<file path="src/rtl/poly_pipe_inverse_solver_if.sv">
// Request/response bundle for poly_pipe_inverse_solver.
interface poly_pipe_inverse_solver_if #(
    parameter int WLx   = 6,
    parameter int WLa   = 2,
    parameter int WLb   = 3,
    parameter int WLc   = 4,
    parameter int WLmul = WLx + WLa,
    parameter int WLadd = ((WLmul > WLb) ? WLmul : WLb) + 1,
    parameter int WLy   = WLadd + WLc
);
    logic                  start;
    logic signed [WLy-1:0] y;
    logic signed [WLa-1:0] a;
    logic signed [WLb-1:0] b;
    logic signed [WLc-1:0] c;
    logic                  busy;
    logic                  done;
    logic signed [WLx-1:0] x;
    logic                  inexact;
    logic                  div0;
    logic                  ovf;

    modport master (
        output start, y, a, b, c,
        input  busy, done, x, inexact, div0, ovf
    );

    modport slave (
        input  start, y, a, b, c,
        output busy, done, x, inexact, div0, ovf
    );
endinterface

</file>
<file path="src/rtl/poly_pipe_inverse_solver.sv">
// Recovers x = ((y/c)-b)/a with two serial restoring divides sharing one datapath.
// Define POLY_INV_SAT_EN to saturate x on overflow instead of wrapping.
module poly_pipe_inverse_solver #(
    parameter int WLx   = 6,
    parameter int WLa   = 2,
    parameter int WLb   = 3,
    parameter int WLc   = 4,
    parameter int WLmul = WLx + WLa,
    parameter int WLadd = ((WLmul > WLb) ? WLmul : WLb) + 1,
    parameter int WLy   = WLadd + WLc
) (
    input logic clk,
    input logic rst,
    poly_pipe_inverse_solver_if.slave bus
);
    localparam int QW = WLy + 1;
    localparam int DW = (WLc > WLa) ? WLc : WLa;
    localparam int CW = $clog2(WLy + 2);
    localparam logic signed [QW:0] XMAX = (QW + 1)'(2 ** (WLx - 1) - 1);
    localparam logic signed [QW:0] XMIN = (QW + 1)'(-(2 ** (WLx - 1)));

    typedef enum logic [2:0] {IDLE, DIV1, SUB, DIV2, FIN} state_t;

    state_t state, nxt;

    logic                  ysn;
    logic signed [WLa-1:0] ar;
    logic signed [WLb-1:0] br;
    logic signed [WLc-1:0] cr;
    logic [QW-1:0]         qr;
    logic [DW-1:0]         r;
    logic [CW-1:0]         cnt;
    logic                  neg2;

    logic                  done_q, inexact_q, div0_q, ovf_q;
    logic signed [WLx-1:0] x_q;

    logic                  ld, step, sub_en, fin_en;
    logic                  zero_div;
    logic [WLy-1:0]        mag_yin;
    logic [WLa-1:0]        mag_a;
    logic [WLc-1:0]        mag_c;
    logic [DW-1:0]         dv;
    logic [DW:0]           rsh;
    logic                  take;
    logic [DW-1:0]         rnext;
    logic signed [QW-1:0]  q1u, q1, t;
    logic [QW-1:0]         mag_t;
    logic signed [QW:0]    q2u, q2;
    logic                  ovf_c;
    logic [WLx-1:0]        xval;

    assign zero_div = (bus.a == '0) || (bus.c == '0);
    assign mag_yin  = bus.y[WLy-1] ? -bus.y : bus.y;
    assign mag_a    = ar[WLa-1] ? -ar : ar;
    assign mag_c    = cr[WLc-1] ? -cr : cr;

    // One restoring step: shift the next dividend bit into the remainder.
    assign dv    = (state == DIV2) ? DW'(mag_a) : DW'(mag_c);
    assign rsh   = {r, qr[QW-1]};
    assign take  = rsh >= {1'b0, dv};
    assign rnext = take ? DW'(rsh - {1'b0, dv}) : rsh[DW-1:0];

    assign q1u   = $signed({1'b0, qr[WLy-1:0]});
    assign q1    = (ysn ^ cr[WLc-1]) ? -q1u : q1u;
    assign t     = q1 - {{(QW - WLb){br[WLb-1]}}, br};
    assign mag_t = t[QW-1] ? -t : t;

    assign q2u   = $signed({1'b0, qr});
    assign q2    = neg2 ? -q2u : q2u;
    assign ovf_c = (q2 > XMAX) || (q2 < XMIN);

`ifdef POLY_INV_SAT_EN
    assign xval = ovf_c ? (q2[QW] ? XMIN[WLx-1:0] : XMAX[WLx-1:0])
                        : q2[WLx-1:0];
`else
    assign xval = q2[WLx-1:0];
`endif

    always_ff @(posedge clk or posedge rst) begin
        if (rst) state <= IDLE;
        else     state <= nxt;
    end

    always_comb begin
        nxt = state;
        unique case (state)
            IDLE: if (bus.start) nxt = zero_div ? FIN : DIV1;
            DIV1: if (cnt == '0) nxt = SUB;
            SUB:  nxt = DIV2;
            DIV2: if (cnt == '0) nxt = FIN;
            FIN:  nxt = IDLE;
            default: nxt = IDLE;
        endcase
    end

    always_comb begin
        ld     = 1'b0;
        step   = 1'b0;
        sub_en = 1'b0;
        fin_en = 1'b0;
        unique case (1'b1)
            (state == IDLE): ld = bus.start;
            (state == DIV1),
            (state == DIV2): step = 1'b1;
            (state == SUB):  sub_en = 1'b1;
            (state == FIN):  fin_en = 1'b1;
            default: ;
        endcase
    end

    always_ff @(posedge clk or posedge rst) begin
        if (rst) begin
            ysn       <= 1'b0;
            ar        <= '0;
            br        <= '0;
            cr        <= '0;
            qr        <= '0;
            r         <= '0;
            cnt       <= '0;
            neg2      <= 1'b0;
            done_q    <= 1'b0;
            inexact_q <= 1'b0;
            div0_q    <= 1'b0;
            ovf_q     <= 1'b0;
            x_q       <= '0;
        end else begin
            done_q <= 1'b0;
            if (ld) begin
                ysn       <= bus.y[WLy-1];
                ar        <= bus.a;
                br        <= bus.b;
                cr        <= bus.c;
                qr        <= {mag_yin, 1'b0};
                r         <= '0;
                cnt       <= CW'(WLy - 1);
                inexact_q <= 1'b0;
                div0_q    <= zero_div;
                ovf_q     <= 1'b0;
                x_q       <= '0;
            end
            if (step) begin
                qr  <= {qr[QW-2:0], take};
                r   <= rnext;
                cnt <= cnt - CW'(1);
            end
            // DIV1 remainder is checked here before the second divide reuses r.
            if (sub_en) begin
                inexact_q <= (r != '0);
                qr        <= mag_t;
                r         <= '0;
                neg2      <= t[QW-1] ^ ar[WLa-1];
                cnt       <= CW'(WLy);
            end
            if (fin_en) begin
                done_q <= 1'b1;
                if (!div0_q) begin
                    inexact_q <= inexact_q | (r != '0);
                    ovf_q     <= ovf_c;
                    x_q       <= xval;
                end
            end
        end
    end

    assign bus.busy    = (state != IDLE);
    assign bus.done    = done_q;
    assign bus.x       = x_q;
    assign bus.inexact = inexact_q;
    assign bus.div0    = div0_q;
    assign bus.ovf     = ovf_q;
endmodule
</file>
<file path="src/flat_wrapper.sv">
// flat-port wrapper written by rule: the top's interface ports become plain ports
module poly_pipe_inverse_solver_flat 
#(
    parameter int WLx   = 6,
    parameter int WLa   = 2,
    parameter int WLb   = 3,
    parameter int WLc   = 4,
    parameter int WLmul = WLx + WLa,
    parameter int WLadd = ((WLmul > WLb) ? WLmul : WLb) + 1,
    parameter int WLy   = WLadd + WLc
)
  (clk, rst, bus_start, bus_y, bus_a, bus_b, bus_c, bus_busy, bus_done, bus_x, bus_inexact, bus_div0, bus_ovf);
  poly_pipe_inverse_solver_if #(.WLx(WLx), .WLa(WLa), .WLb(WLb), .WLc(WLc), .WLmul(WLmul), .WLadd(WLadd), .WLy(WLy)) bus_i ();
  input logic clk;
  input logic rst;
  input wire logic [$bits(bus_i.start)-1:0] bus_start;
  input wire logic [$bits(bus_i.y)-1:0] bus_y;
  input wire logic [$bits(bus_i.a)-1:0] bus_a;
  input wire logic [$bits(bus_i.b)-1:0] bus_b;
  input wire logic [$bits(bus_i.c)-1:0] bus_c;
  output wire logic [$bits(bus_i.busy)-1:0] bus_busy;
  output wire logic [$bits(bus_i.done)-1:0] bus_done;
  output wire logic [$bits(bus_i.x)-1:0] bus_x;
  output wire logic [$bits(bus_i.inexact)-1:0] bus_inexact;
  output wire logic [$bits(bus_i.div0)-1:0] bus_div0;
  output wire logic [$bits(bus_i.ovf)-1:0] bus_ovf;
  assign bus_i.start = bus_start;
  assign bus_i.y = bus_y;
  assign bus_i.a = bus_a;
  assign bus_i.b = bus_b;
  assign bus_i.c = bus_c;
  assign bus_busy = bus_i.busy;
  assign bus_done = bus_i.done;
  assign bus_x = bus_i.x;
  assign bus_inexact = bus_i.inexact;
  assign bus_div0 = bus_i.div0;
  assign bus_ovf = bus_i.ovf;
  poly_pipe_inverse_solver #(.WLx(WLx), .WLa(WLa), .WLb(WLb), .WLc(WLc), .WLmul(WLmul), .WLadd(WLadd), .WLy(WLy)) u_core (.clk(clk), .rst(rst), .bus(bus_i));
endmodule
</file>
<file path="config.mk">
export PLATFORM = sky130hd
export DESIGN_NAME = poly_pipe_inverse_solver_flat
export DESIGN_NICKNAME = d
export VERILOG_FILES = /design/src/rtl/poly_pipe_inverse_solver_if.sv /design/src/rtl/poly_pipe_inverse_solver.sv /design/src/flat_wrapper.sv
export SDC_FILE = /design/constraint.sdc
export NUM_CORES = 1
export LEC_CHECK = 0
export CORE_MARGIN = 8
export CORE_UTILIZATION = 55
export DETAILED_ROUTE_END_ITERATION = 10
export PLACE_DENSITY = 0.76
export SETUP_SLACK_MARGIN = 0.05
export SLEW_MARGIN = 10
export SYNTH_ARGS = -nofsm -noshare
export SYNTH_HDL_FRONTEND = slang
export SYNTH_SLANG_ARGS = --single-unit
</file>
<file path="constraint.sdc">
create_clock -name clk -period 4.84 [get_ports clk]
set_clock_uncertainty 0.05 [all_clocks]
set_input_delay 0.968 -clock clk [delete_from_list [all_inputs] [get_ports clk]]
set_output_delay 0.968 -clock clk [all_outputs]
set_load 0.03 [all_outputs]
</file>
Yosys cells after proc, flatten, opt, wreduce, memory -nomap -nowiden. Index checks and enable logic that the tools add are counted.

Bits in registers: 46. Latch bits: 0. Bits in writable memories: 0. ROM bits: 0. Logic and storage cells: 84. Memories: 0.

$add $sub $neg: 9. Multipliers: 0. Div/mod/pow operators: 0. Magnitude comparators: 3. Equal/unequal tests: 7. Shifts and indexed selects: 0. Multiplexer cells: 37. Bitwise operators: 3. Reduce and logical (&&, ||, !) cells: 11.

Operator list (number): 14-bit 2-to-1 mux (5); 4-bit 2-to-1 mux (9); 6-bit 2-to-1 mux (3); 15-bit by 6-bit greater-than comparator with 1-bit output, second input constant (1); 15-bit by 6-bit < comparator with 1-bit output, second input constant (1); 15-bit 2-to-1 mux (1); 14-bit negation with 15-bit output (1); 13-bit negation with 14-bit output (1); 14-bit negation (1); 14-bit subtractor (1); 13-bit 2-to-1 mux (1); 13-bit negation (1); 1-bit 2-to-1 mux (12); 3-bit 2-to-1 mux (4); 3-bit case mux with 4 select lines (1); 4-bit zero test (2); 3-bit by 2-bit equality test with 1-bit output, second input constant (2); 3-bit nonzero test (2); 5-bit by 4-bit >= comparator with 1-bit output (1); 2-bit by 1-bit != test with 1-bit output, second input constant (2); 4-bit negation (1); 4-bit nonzero test (1); 4-bit by 1-bit subtractor with 4-bit output, second input constant (1); 4-bit subtractor (1); other kinds (12) (14).

Logic depth before layout (Yosys ltp). Gate-level depths: netlist of the first run.

Depth after elaboration: 7. Mapped depth: 18. Mapped depth without buffers: 16.

Least setup slack after synthesis of the first run. Ideal clock, no wire load.

Path kind: reg-to-reg. From: register u_core.qr[0]. To: register u_core.qr[12]. Arrival time: 3.596 ns. Path slack: 1.056 ns. Cell stages (with the launch flop): 19. Period minus slack after synthesis: 3.784 ns. Path through: dfrtp_1 -> inv_1 -> ha_1 -> nor3b_1 -> and2_1 -> and3_1 -> nor2_1 -> xor2_1 -> ha_1 -> buf_2 -> nand3_1 -> nor2_1 -> a211o_1 -> a221oi_4 -> xnor2_1 -> buf_6 -> a31oi_1 -> xor2_1 -> o22ai_1.

Cells in the longest elaborated chain, start to end: 6.

RTL lines: start, declared (line poly_pipe_inverse_solver.sv:30) `logic [QW-1:0] qr;`; start signal, assigned (line poly_pipe_inverse_solver.sv:134) `qr <= {mag_yin, 1'b0};`; start signal, assigned (line poly_pipe_inverse_solver.sv:143) `qr <= {qr[QW-2:0], take};`; start signal, assigned (line poly_pipe_inverse_solver.sv:150) `qr <= mag_t;`; 13-bit negation with 14-bit output (line poly_pipe_inverse_solver.sv:65) `assign q1 = (ysn ^ cr[WLc-1]) ? -q1u : q1u;`; 14-bit 2-to-1 mux * (line poly_pipe_inverse_solver.sv:65); 14-bit subtractor * (line poly_pipe_inverse_solver.sv:66) `assign t = q1 - {{(QW - WLb){br[WLb-1]}}, br};`; 14-bit negation (line poly_pipe_inverse_solver.sv:67) `assign mag_t = t[QW-1] ? -t : t;`; 14-bit 2-to-1 mux * (line poly_pipe_inverse_solver.sv:67); 14-bit 2-to-1 mux * (line poly_pipe_inverse_solver.sv:148) `if (sub_en) begin`.

Every way passes the cells marked *; elsewhere a longest branch is shown, timed or not. A chain may end at the register's enable or synchronous reset.

Worst setup path after layout of the first run.
From: register u_core.qr[1]. To: register u_core.qr[4].

Same word-level chain as after synthesis.

==> run_results.csv, run 1 <==
group,metric,value,unit
sta,finalHoldViolations,0,
finish,multiInputGateArea,2920,um2
global_route,grt_use_total,20.9,%
floorplan,initial_core_util,56.3,%
clock_network,cts_sinks,46,
floorplan,coreArea,7650,um2
worst_setup_path,cp.required,5.02,ns
detailed_routing,drt_iter0_markers,291,
sta,min_period_over_period,89.4,%
hold_path,hp-class,"flop to flop",
placed_design,portBuffers,35,
logic_synthesis,ys.warnings.count,0,
clock_network,cts_buffers,5,
placed_design,pre_cts_ws,0.592,ns
clock_network,clkTransAtPathRegs,0.09,ns
sta,fmax,231,MHz
finish,drive_gt1_share,6.13,%
sta,finalWorstSetupSlack,0.513,ns
global_route,grt_overflow,0,
floorplan,die_h,104,um
logic_synthesis,async_flop_share,100,%
global_route,grt_max_degree,47,
detailed_routing,vias,4017,
worst_setup_path,cp.arrival,4.50,ns
detailed_routing,wl_per_cell,17.0,um
floorplan,io_pins,36,
clock_network,cts_setup_buffers,0,
worst_setup_path,path_class,"flop to flop",
clock_network,cts_htree_levels,2,
sta,drv_slew,0,
logic_synthesis,synth_top_flop_cell,"dfrtp_1",
worst_setup_path,path_delay_family,"compound AO/OA/AOI/OAI gates",
placed_design,dpl.hpwl,8540,um
global_route,grt_pass1_wl,19100,um
clock_network,cts_tree,"built",
worst_setup_path,crit_chain,"inv_1, ha_1, nor3b_1, buf_4, and2_1, and3_1, nor2_1, xor2_1, ha_1, a21o_1, a211o_1, a221oi_4, xnor2_1, o21a_1, o21ai_1, a21oi_1",
placed_design,gp_congestion,0.917,
sta,slew_headroom,28.0,%
clock_network,ctsResizeCount,0,
detailed_routing,route.detailed.drc,0,
worst_setup_path,crit_fanout,12,
logic_synthesis,syn_inst,543,
logic_synthesis,ys_ff_latch,46,
detailed_routing,vias_per_cell,6.11,
floorplan,die_x,104,um
run_status,status,"finished, final reports clean",
worst_setup_path,cpPeakStageDelay,0.49,ns
logic_synthesis,ys_types,76,
finish,syn2layout_area_growth,10.0,%
finish,final_common_cell,"nand2_1",
logic_synthesis,synthesis.nets,592,
worst_setup_path,worstSetupStartpointType,"flop",
worst_setup_path,end_kind,"flop",
clock_network,clock_path_buffers,2,
sta,setup_tns,0,ns
logic_synthesis,yosysSeqAreaShare,26.8,%
sta,period_minus_slack,4.33,ns
sta,tightest_slew,1.07,ns
detailed_routing,dr.pass1.iters,5,
worst_setup_path,crit_buf_inv,2,
finish,mostFrequentLayoutCells,"nand2_1, nor2_1, a21oi_1",
detailed_routing,wl,11200,um
detailed_routing,ant_nets,0,
finish,n_fill_cell,690,
finish,regArea,1150,um2
clock_network,cts-root-buf,"clkbuf_8",
logic_synthesis,syn_area,4300,um2
clock_network,insertion_delay,0.31,ns
sta,rsz0062_at_grt,"false",
clock_network,cts_hold_buf,0,
global_route,grt_pass1_vias,3875,
run,max_cap_viol_count,0,
floorplan,die_area,10900,um2
logic_synthesis,synth_area_per_cell,7.92,um2
worst_setup_path,crit_top_cell,"ha_1",
global_route,antenna_found_initial,0,
logic_synthesis,synth_edf_count,0,
finish,nets,603,
finish,diodes,0,
worst_setup_path,crit_slowest_cell,"xnor2_1",
sta,setup_violations,0,
floorplan,rows,32,
-- per-stage QoR --
step                utilization (%)  hold WS [ns]  cell area (um2)  cells
finish                         61.9         0.443             4730    657
global route                   61.9         0.469             4730    657
CTS                            61.9         0.442             4730    657
detailed placement             60.8         0.421             4650    649
global placement               60.8         0.424             4650    649
floorplan                         -         0.400             4300    543
-- routing by layer --
layer	share of wire (%)	track usage, %	up-vias
met5	0	0	-
met4	2.3	7.55	0
met3	4.5	3.35	22
met2	47	33.1	128
met1	47	27.8	1897
li1	-	-	1970
-- cell usage after synthesis, drive strengths merged (2+ instances only) --
cell / number / area [um2]
a211o: 2 / 17.5
a211oi: 6 / 50.1
a21o: 6 / 46.3
a21oi: 51 / 270
a221oi: 2 / 35.0
a22o: 2 / 17.5
a31oi: 4 / 25.0
a41oi: 2 / 17.5
and2: 5 / 31.3
and3: 4 / 25.0
and4: 3 / 26.3
buf: 8 / 57.6
clkbuf: 26 / 97.6
dfrtp: 46 / 1150
fa: 2 / 40.0
ha: 22 / 275
inv: 20 / 75.1
mux2i: 5 / 50.1
nand2: 72 / 270
nand2b: 5 / 31.3
nand3: 10 / 50.1
nand4: 6 / 43.8
nor2: 51 / 194
nor2b: 5 / 38.8
nor3: 10 / 55.1
nor3b: 4 / 30.0
nor4: 11 / 105
o211ai: 3 / 22.5
o21a: 4 / 30.0
o21ai: 43 / 219
o221ai: 2 / 23.8
o22ai: 8 / 50.1
o2bb2ai: 3 / 26.3
o311ai: 2 / 25.0
o31ai: 6 / 45.0
o41ai: 3 / 33.8
or2: 2 / 15.0
or3: 9 / 56.3
or4: 3 / 22.5
xnor2: 25 / 238
xor2: 26 / 235
-- flip-flops by register name (all words and copies together) (netlist names) --
register / count
u_core.bus.inexact: 1
u_core.qr: 14
u_core.r: 4
u_core.ysn: 1
u_core.bus.x: 6
u_core.cnt: 4
u_core.bus.div0: 1
u_core.cr: 4
u_core.state: 3
u_core.neg2: 1
u_core.ar: 2
u_core.bus.ovf: 1
u_core.br: 3
u_core.bus.done: 1
-- final cells by class --
class	count	share of cell area, %
Clock buffer	6	1.53
Clock inverter	2	0.291
Inverter	20	1.59
Multi-Input combinational cell	443	61.7
Sequential cell	46	24.3
Tap cell	102	2.70
Timing Repair Buffer	38	7.88
-- kinds of logic (layout without fill, tap and decap cells) --
logic type | after synthesis | after routing | synth area share (%)
compound gates | 157 | 157 | 23.8
xor+xnor | 51 | 51 | 11.0
fa+ha+maj | 24 | 24 | 7.33
buf+inv | 54 | 66 | 5.35
flops | 46 | 46 | 26.8
mux | 6 | 6 | 1.43
simple gates | 205 | 205 | 24.3
-- path summary, 6_finish.rpt --
kind | from | endpoint | slack (ns) | cells after the start
min reg2reg | u_core.bus.x[4] | u_core.bus.x[4] | 0.44 | 2
min | u_core.bus.x[4] | u_core.bus.x[4] | 0.44 | 2
max | u_core.qr[1] | u_core.qr[4] | 0.51 | 16
min in group asynchronous | rst | u_core.r[3] | 1.15 | 2
max reg2reg | u_core.qr[1] | u_core.qr[4] | 0.51 | 16
max in group asynchronous | rst | u_core.qr[7] | 2.96 | 2
-- worst reg2reg max path, stage by stage (launching register included) --
cell and delay (ns):
dfrtp_1 0.46, inv_1 0.14, ha_1 0.20, nor3b_1 0.19, buf_4 0.16, and2_1 0.18
and3_1 0.22, nor2_1 0.06, xor2_1 0.17, ha_1 0.44, a21o_1 0.28, a211o_1 0.34
a221oi_4 0.36, xnor2_1 0.49, o21a_1 0.24, o21ai_1 0.07, a21oi_1 0.21
Power of run 1 is left out: the tool's default activity adds up to more than one toggle a clock period on the data nets, which glitch-free logic cannot reach.
==> inputs of run 2 (changes only) <==
- CORE_UTILIZATION: 55 -> 35
- PLACE_DENSITY: 0.76 -> 0.53
- clock period: 4.84 -> 4.8 ns (I/O delays scaled with it)
==> run 2 against run 1 <==
  * Clock-buffer cell count increased by 1
  * Core utilization decreased by 21 points
  * Non-clock buffer count increased by 1
  * Flip-flop and latch count unchanged
  * Worst setup slack improved by 0.031 ns
  * Global-route usage decreased by 5.2 points
  * Final cell count increased by 7.0%
  * Sequential share of layout area decreased by 0.75 points
  * Wire length increased by 12%
  * First-iteration DRC count decreased by 17%
  * Highest routed layer unchanged
==> run_results.csv, run 2 (synthesis gave the netlist of run 1 again) <==
group,metric,value,unit
sta,tightest_slew,1.07,ns
hold_path,hold_depth,2,
worst_setup_path,r2r_slack,0.54,ns
clock_network,cts_buffers,5,
worst_setup_path,end_kind,"flop",
run,max_cap_viol_count,0,
global_route,grt_use_total,15.7,%
clock_network,cts-root-buf,"clkbuf_16",
sta,setup_tns,0,ns
worst_setup_path,regToRegEndpoint,"u_core.qr[9]",
finish,syn2layout_area_growth,13.5,%
placed_design,dpl.hpwl,9590,um
detailed_routing,met1Wirelength,6100,um
worst_setup_path,crit_fanout,12,
hold_path,min_to,"u_core.bus.x[4]",
worst_setup_path,cp.required,4.92,ns
global_route,grt_overflow,0,
global_route,grt_pass1_vias,3792,
placed_design,portBuffers,35,
detailed_routing,vias_per_cell,5.64,
sta,worst_hold_slack,0.436,ns
sta,min_period_over_period,88.7,%
detailed_routing,dr.pass1.iters,4,
sta,period_minus_slack,4.26,ns
detailed_routing,route.detailed.drc,0,
global_route,antenna_found_initial,0,
finish,drive_gt1_share,6.83,%
detailed_routing,drt_iter0_markers,242,
floorplan,die_h,127,um
finish,largest_reg_flops,14,
detailed_routing,maxUsedRoutingLayer,"met4",
clock_network,cts_htree_levels,2,
clock_network,clkTransAtPathRegs,0.07,ns
global_route,grt_max_degree,47,
finish,top_register,"u_core.qr",
sta,slew_headroom,28.7,%
worst_setup_path,worstReg2RegStart,"u_core.qr[0]",
clock_network,cts_hold_buf,0,
sta,setup_violations,0,
worst_setup_path,rr_worst_depth,16,
floorplan,rows,40,
floorplan,coreArea,12000,um2
sta,finalWorstSetupSlack,0.544,ns
floorplan,die_area,16100,um2
sta,finalHoldViolations,0,
placed_design,gp_congestion,0.858,
clock_network,clock_path_buffers,2,
sta,fmax,235,MHz
hold_path,hold_start,"u_core.bus.x[4]",
sta,drv_slew,0,
run_status,status,"finished, final reports clean",
finish,mostFrequentLayoutCells,"nand2_1, nor2_1, a21oi_1",
floorplan,initial_core_util,35.8,%
placed_design,pre_cts_ws,0.479,ns
worst_setup_path,worstSetupStartpointType,"flop",
detailed_routing,route.met2.wl,5740,um
detailed_routing,vias,3964,
clock_network,insertion_delay,0.30,ns
clock_network,cts_sinks,46,
worst_setup_path,path_class,"flop to flop",
finish,diodes,0,
detailed_routing,dr_wl_met3,495,um
finish,final_common_cell,"nand2_1",
sta,rsz0062_at_grt,"false",
detailed_routing,ant_nets,0,
global_route,grt_pass1_wl,20500,um
detailed_routing,wl_per_cell,17.8,um
clock_network,cts_tree,"built",
floorplan,die_x,127,um
detailed_routing,wl,12500,um
hold_path,hp-class,"flop to flop",
worst_setup_path,cp.arrival,4.37,ns
finish,nets,604,
floorplan,io_pins,36,
[run 2: cell count changes in the layout (fill, tap and decap cells not counted), sizes merged]
cell,before,now
clkinv,2,1
buf,3,4
clkbuf,6,7
[run 2: worst max path at each step]
stage	from	to	slack, ns
3_5_place_dp	u_core.qr[0]	u_core.qr[1]	0.48
3_3_place_gp	u_core.qr[1]	u_core.qr[4]	0.62
6_report	u_core.qr[0]	u_core.qr[9]	0.54
5_1_grt	u_core.qr[0]	u_core.qr[6]	0.26
4_1_cts	u_core.qr[0]	u_core.qr[7]	0.45
2_1_floorplan	u_core.qr[0]	u_core.qr[12]	1.02
[run 2: layout make-up]
type | instances | area, um2
inverters | 20 | 75.1
flip-flops and latches | 46 | 1150
well taps | 147 | 184
clock buffers | 7 | 153
fillers | 1272 | 7130
multi-input cells | 443 | 2930
clock inverters | 1 | 8.76
repair buffers | 39 | 380
[run 2: stage by stage]
stage / instances / util (%) / area (um2)
after floorplan: 543 / - / 4300
after global placement: 695 / 39.2 / 4710
after detailed placement: 695 / 39.2 / 4710
after CTS: 703 / 40.6 / 4870
after global routing: 703 / 40.7 / 4880
final: 703 / 40.7 / 4880
[run 2: routing by layer]
layer  vias up  GRT usage [%]
li1       1967              -
met1      1904           21.6
met2        82           24.9
met3        11           2.51
met4         0           3.78
met5         -              0
[run 2: worst max-delay path, stage by stage (launching register included)]
cell,delay [ns]
dfrtp_1,0.46
inv_1,0.14
ha_1,0.22
nor3b_1,0.20
buf_4,0.17
and2_1,0.19
and3_1,0.23
nor2_1,0.07
xor2_1,0.17
ha_1,0.44
a21o_1,0.28
a211o_1,0.34
a221oi_4,0.38
xor2_2,0.35
o21ai_1,0.14
xor2_1,0.20
o22ai_1,0.11
[run 2: what timing repair did]
action	4_1_cts	5_1_grt
gates resized for setup	0	1
endpoints found under the setup margin	0	2
setup buffers	0	0
endpoints found under the hold margin	0	0
Power of run 2 is left out for the same reason.
==> inputs of run 3 (changes only) <==
- CORE_UTILIZATION: 35 -> 36
- PLACE_DENSITY: 0.53 -> 0.54
==> run 3 against run 2 <==
  * Sequential share of layout area up 0.073 points
  * Final cell count unchanged
  * Global-route usage down 0.11 points
  * Non-clock buffer count unchanged
  * Register-to-register slack about the same
  * Wire length down 3.8%
  * Maximum frequency about the same
  * First-iteration DRC count down 12%
  * Via count down 1.0%
  * Core utilization up 0.39 points
  * Critical endpoint unchanged
  * Largest cell class unchanged
==> run_results.csv, run 3 (synthesis gave the netlist of run 1 again) <==
group,metric,value,unit
sta,tightest_slew,1.24,ns
worst_setup_path,crit_slowest_cell,"dfrtp_1",
clock_network,clock_path_buffers,2,
worst_setup_path,crit_fanout,12,
worst_setup_path,crit_buf_inv,2,
worst_setup_path,worstReg2RegStart,"u_core.qr[0]",
finish,multiInputGateArea,2930,um2
finish,largest_reg_flops,14,
finish,syn2layout_area_growth,13.2,%
clock_network,insertion_delay,0.29,ns
sta,finalHoldViolations,0,
worst_setup_path,cp.arrival,4.36,ns
clock_network,cts-root-buf,"clkbuf_16",
sta,fmax,235,MHz
worst_setup_path,regToRegEndpoint,"u_core.qr[9]",
finish,regArea,1150,um2
sta,rsz0062_at_grt,"false",
detailed_routing,route.detailed.drc,0,
clock_network,cts_buffers,5,
sta,period_minus_slack,4.25,ns
detailed_routing,drt_iter0_markers,212,
sta,setup_tns,0,ns
floorplan,die_x,125,um
detailed_routing,vias_per_cell,5.58,
sta,drv_slew,0,
floorplan,die_h,125,um
run_status,status,"finished, final reports clean",
global_route,grt_max_degree,47,
floorplan,io_pins,36,
clock_network,cts_htree_levels,2,
floorplan,rows,40,
finish,drive_gt1_share,6.65,%
sta,worst_hold_slack,0.427,ns
detailed_routing,wl,12000,um
worst_setup_path,end_kind,"flop",
finish,top_register,"u_core.qr",
worst_setup_path,r2r_slack,0.55,ns
worst_setup_path,crit_chain,"inv_1, ha_1, nor3b_1, buf_4, and2_1, and3_1, nor2_1, xor2_1, ha_1, a21o_1, a211o_1, a221oi_4, xor2_2, o21ai_1, xor2_1, o22ai_1",
floorplan,coreArea,11900,um2
global_route,grt_use_total,15.6,%
sta,slew_headroom,16.7,%
clock_network,clkTransAtPathRegs,0.07,ns
clock_network,cts_sinks,46,
finish,nets,604,
detailed_routing,vias,3923,
placed_design,gp_congestion,0.856,
global_route,grt_pass1_vias,3934,
run,max_cap_viol_count,0,
finish,diodes,0,
global_route,grt_pass1_wl,20300,um
clock_network,cts_tree,"built",
worst_setup_path,rr_worst_depth,16,
finish,final_common_cell,"nand2_1",
placed_design,dpl.hpwl,9460,um
global_route,grt_overflow,0,
placed_design,portBuffers,35,
worst_setup_path,path_delay_family,"compound AO/OA/AOI/OAI gates",
worst_setup_path,path_depth,16,
detailed_routing,dr.pass1.iters,4,
hold_path,hp-class,"flop to flop",
finish,mostFrequentLayoutCells,"nand2_1, nor2_1, a21oi_1",
worst_setup_path,cp.required,4.90,ns
worst_setup_path,cpPeakStageDelay,0.46,ns
worst_setup_path,setup.worst_path.end,"u_core.qr[9]",
floorplan,die_area,15700,um2
finish,n_fill_cell,1219,
worst_setup_path,critPathLaunch,"u_core.qr[0]",
floorplan,initial_core_util,36.3,%
detailed_routing,wl_per_cell,17.1,um
worst_setup_path,worstSetupStartpointType,"flop",
detailed_routing,ant_nets,0,
sta,min_period_over_period,88.6,%
global_route,antenna_found_initial,0,
sta,setup_violations,0,
worst_setup_path,path_class,"flop to flop",
==> run 3: metal layers <==
metal	share of wire, %	GRT usage, %	vias up	wire, um
li1	-	-	1968	-
met1	47	20.5	1880	5640
met3	3.0	2.08	13	366
met5	0	0	-	0
met4	1.3	3.58	0	155
met2	49	26.4	62	5870
==> run 3: worst register-to-register path: cells and delay by family (launching register included) <==
family,cells,cell delay (ns)
xor gates and xnor gates,3,0.71
and+or+nand+nor,4,0.66
DFF,1,0.46
buffers and inverters,2,0.33
adders and majority gates,2,0.65
AOI/OAI and AO/OA,5,1.27
==> run 3: final cells by class <==
cell class                      count  share of cell area (%)
Multi-Input combinational cell    443                    60.1
Clock buffer                        5                    2.57
Inverter                           20                    1.54
Sequential cell                    46                    23.6
Tap cell                          147                    3.78
Clock inverter                      3                   0.514
Timing Repair Buffer               39                    7.81
==> run 3: worst min path at each step <==
| stage | start | end | depth (start not counted) |
|---|---|---|---|
| after detailed placement | u_core.bus.x[5] | u_core.bus.x[5] | 2 |
| final | u_core.bus.x[5] | u_core.bus.x[5] | 2 |
| after CTS | u_core.bus.x[2] | u_core.bus.x[2] | 2 |
| after global routing | u_core.bus.x[5] | u_core.bus.x[5] | 2 |
| after global placement | u_core.bus.x[1] | u_core.bus.x[1] | 2 |
| after floorplan | u_core.br[0] | u_core.br[0] | 2 |
==> run 3: what timing repair did <==
item	CTS	global route
hold buffers	0	0
buffers inserted	0	0
endpoints found under the hold margin	0	0
gates resized for setup	0	1
endpoints found under the setup margin	0	2
==> run 3: through the flow <==
| step | setup WS [ns] | instances | instance area [um2] | util (%) |
|---|---|---|---|---|
| floorplan | 1.02 | 543 | 4300 | - |
| global route | 0.261 | 703 | 4870 | 41.0 |
| detailed placement | 0.498 | 695 | 4710 | 39.7 |
| global placement | 0.610 | 695 | 4710 | 39.7 |
| finish | 0.546 | 703 | 4870 | 41.0 |
| CTS | 0.471 | 703 | 4860 | 41.0 |
Power of run 3 is left out for the same reason.
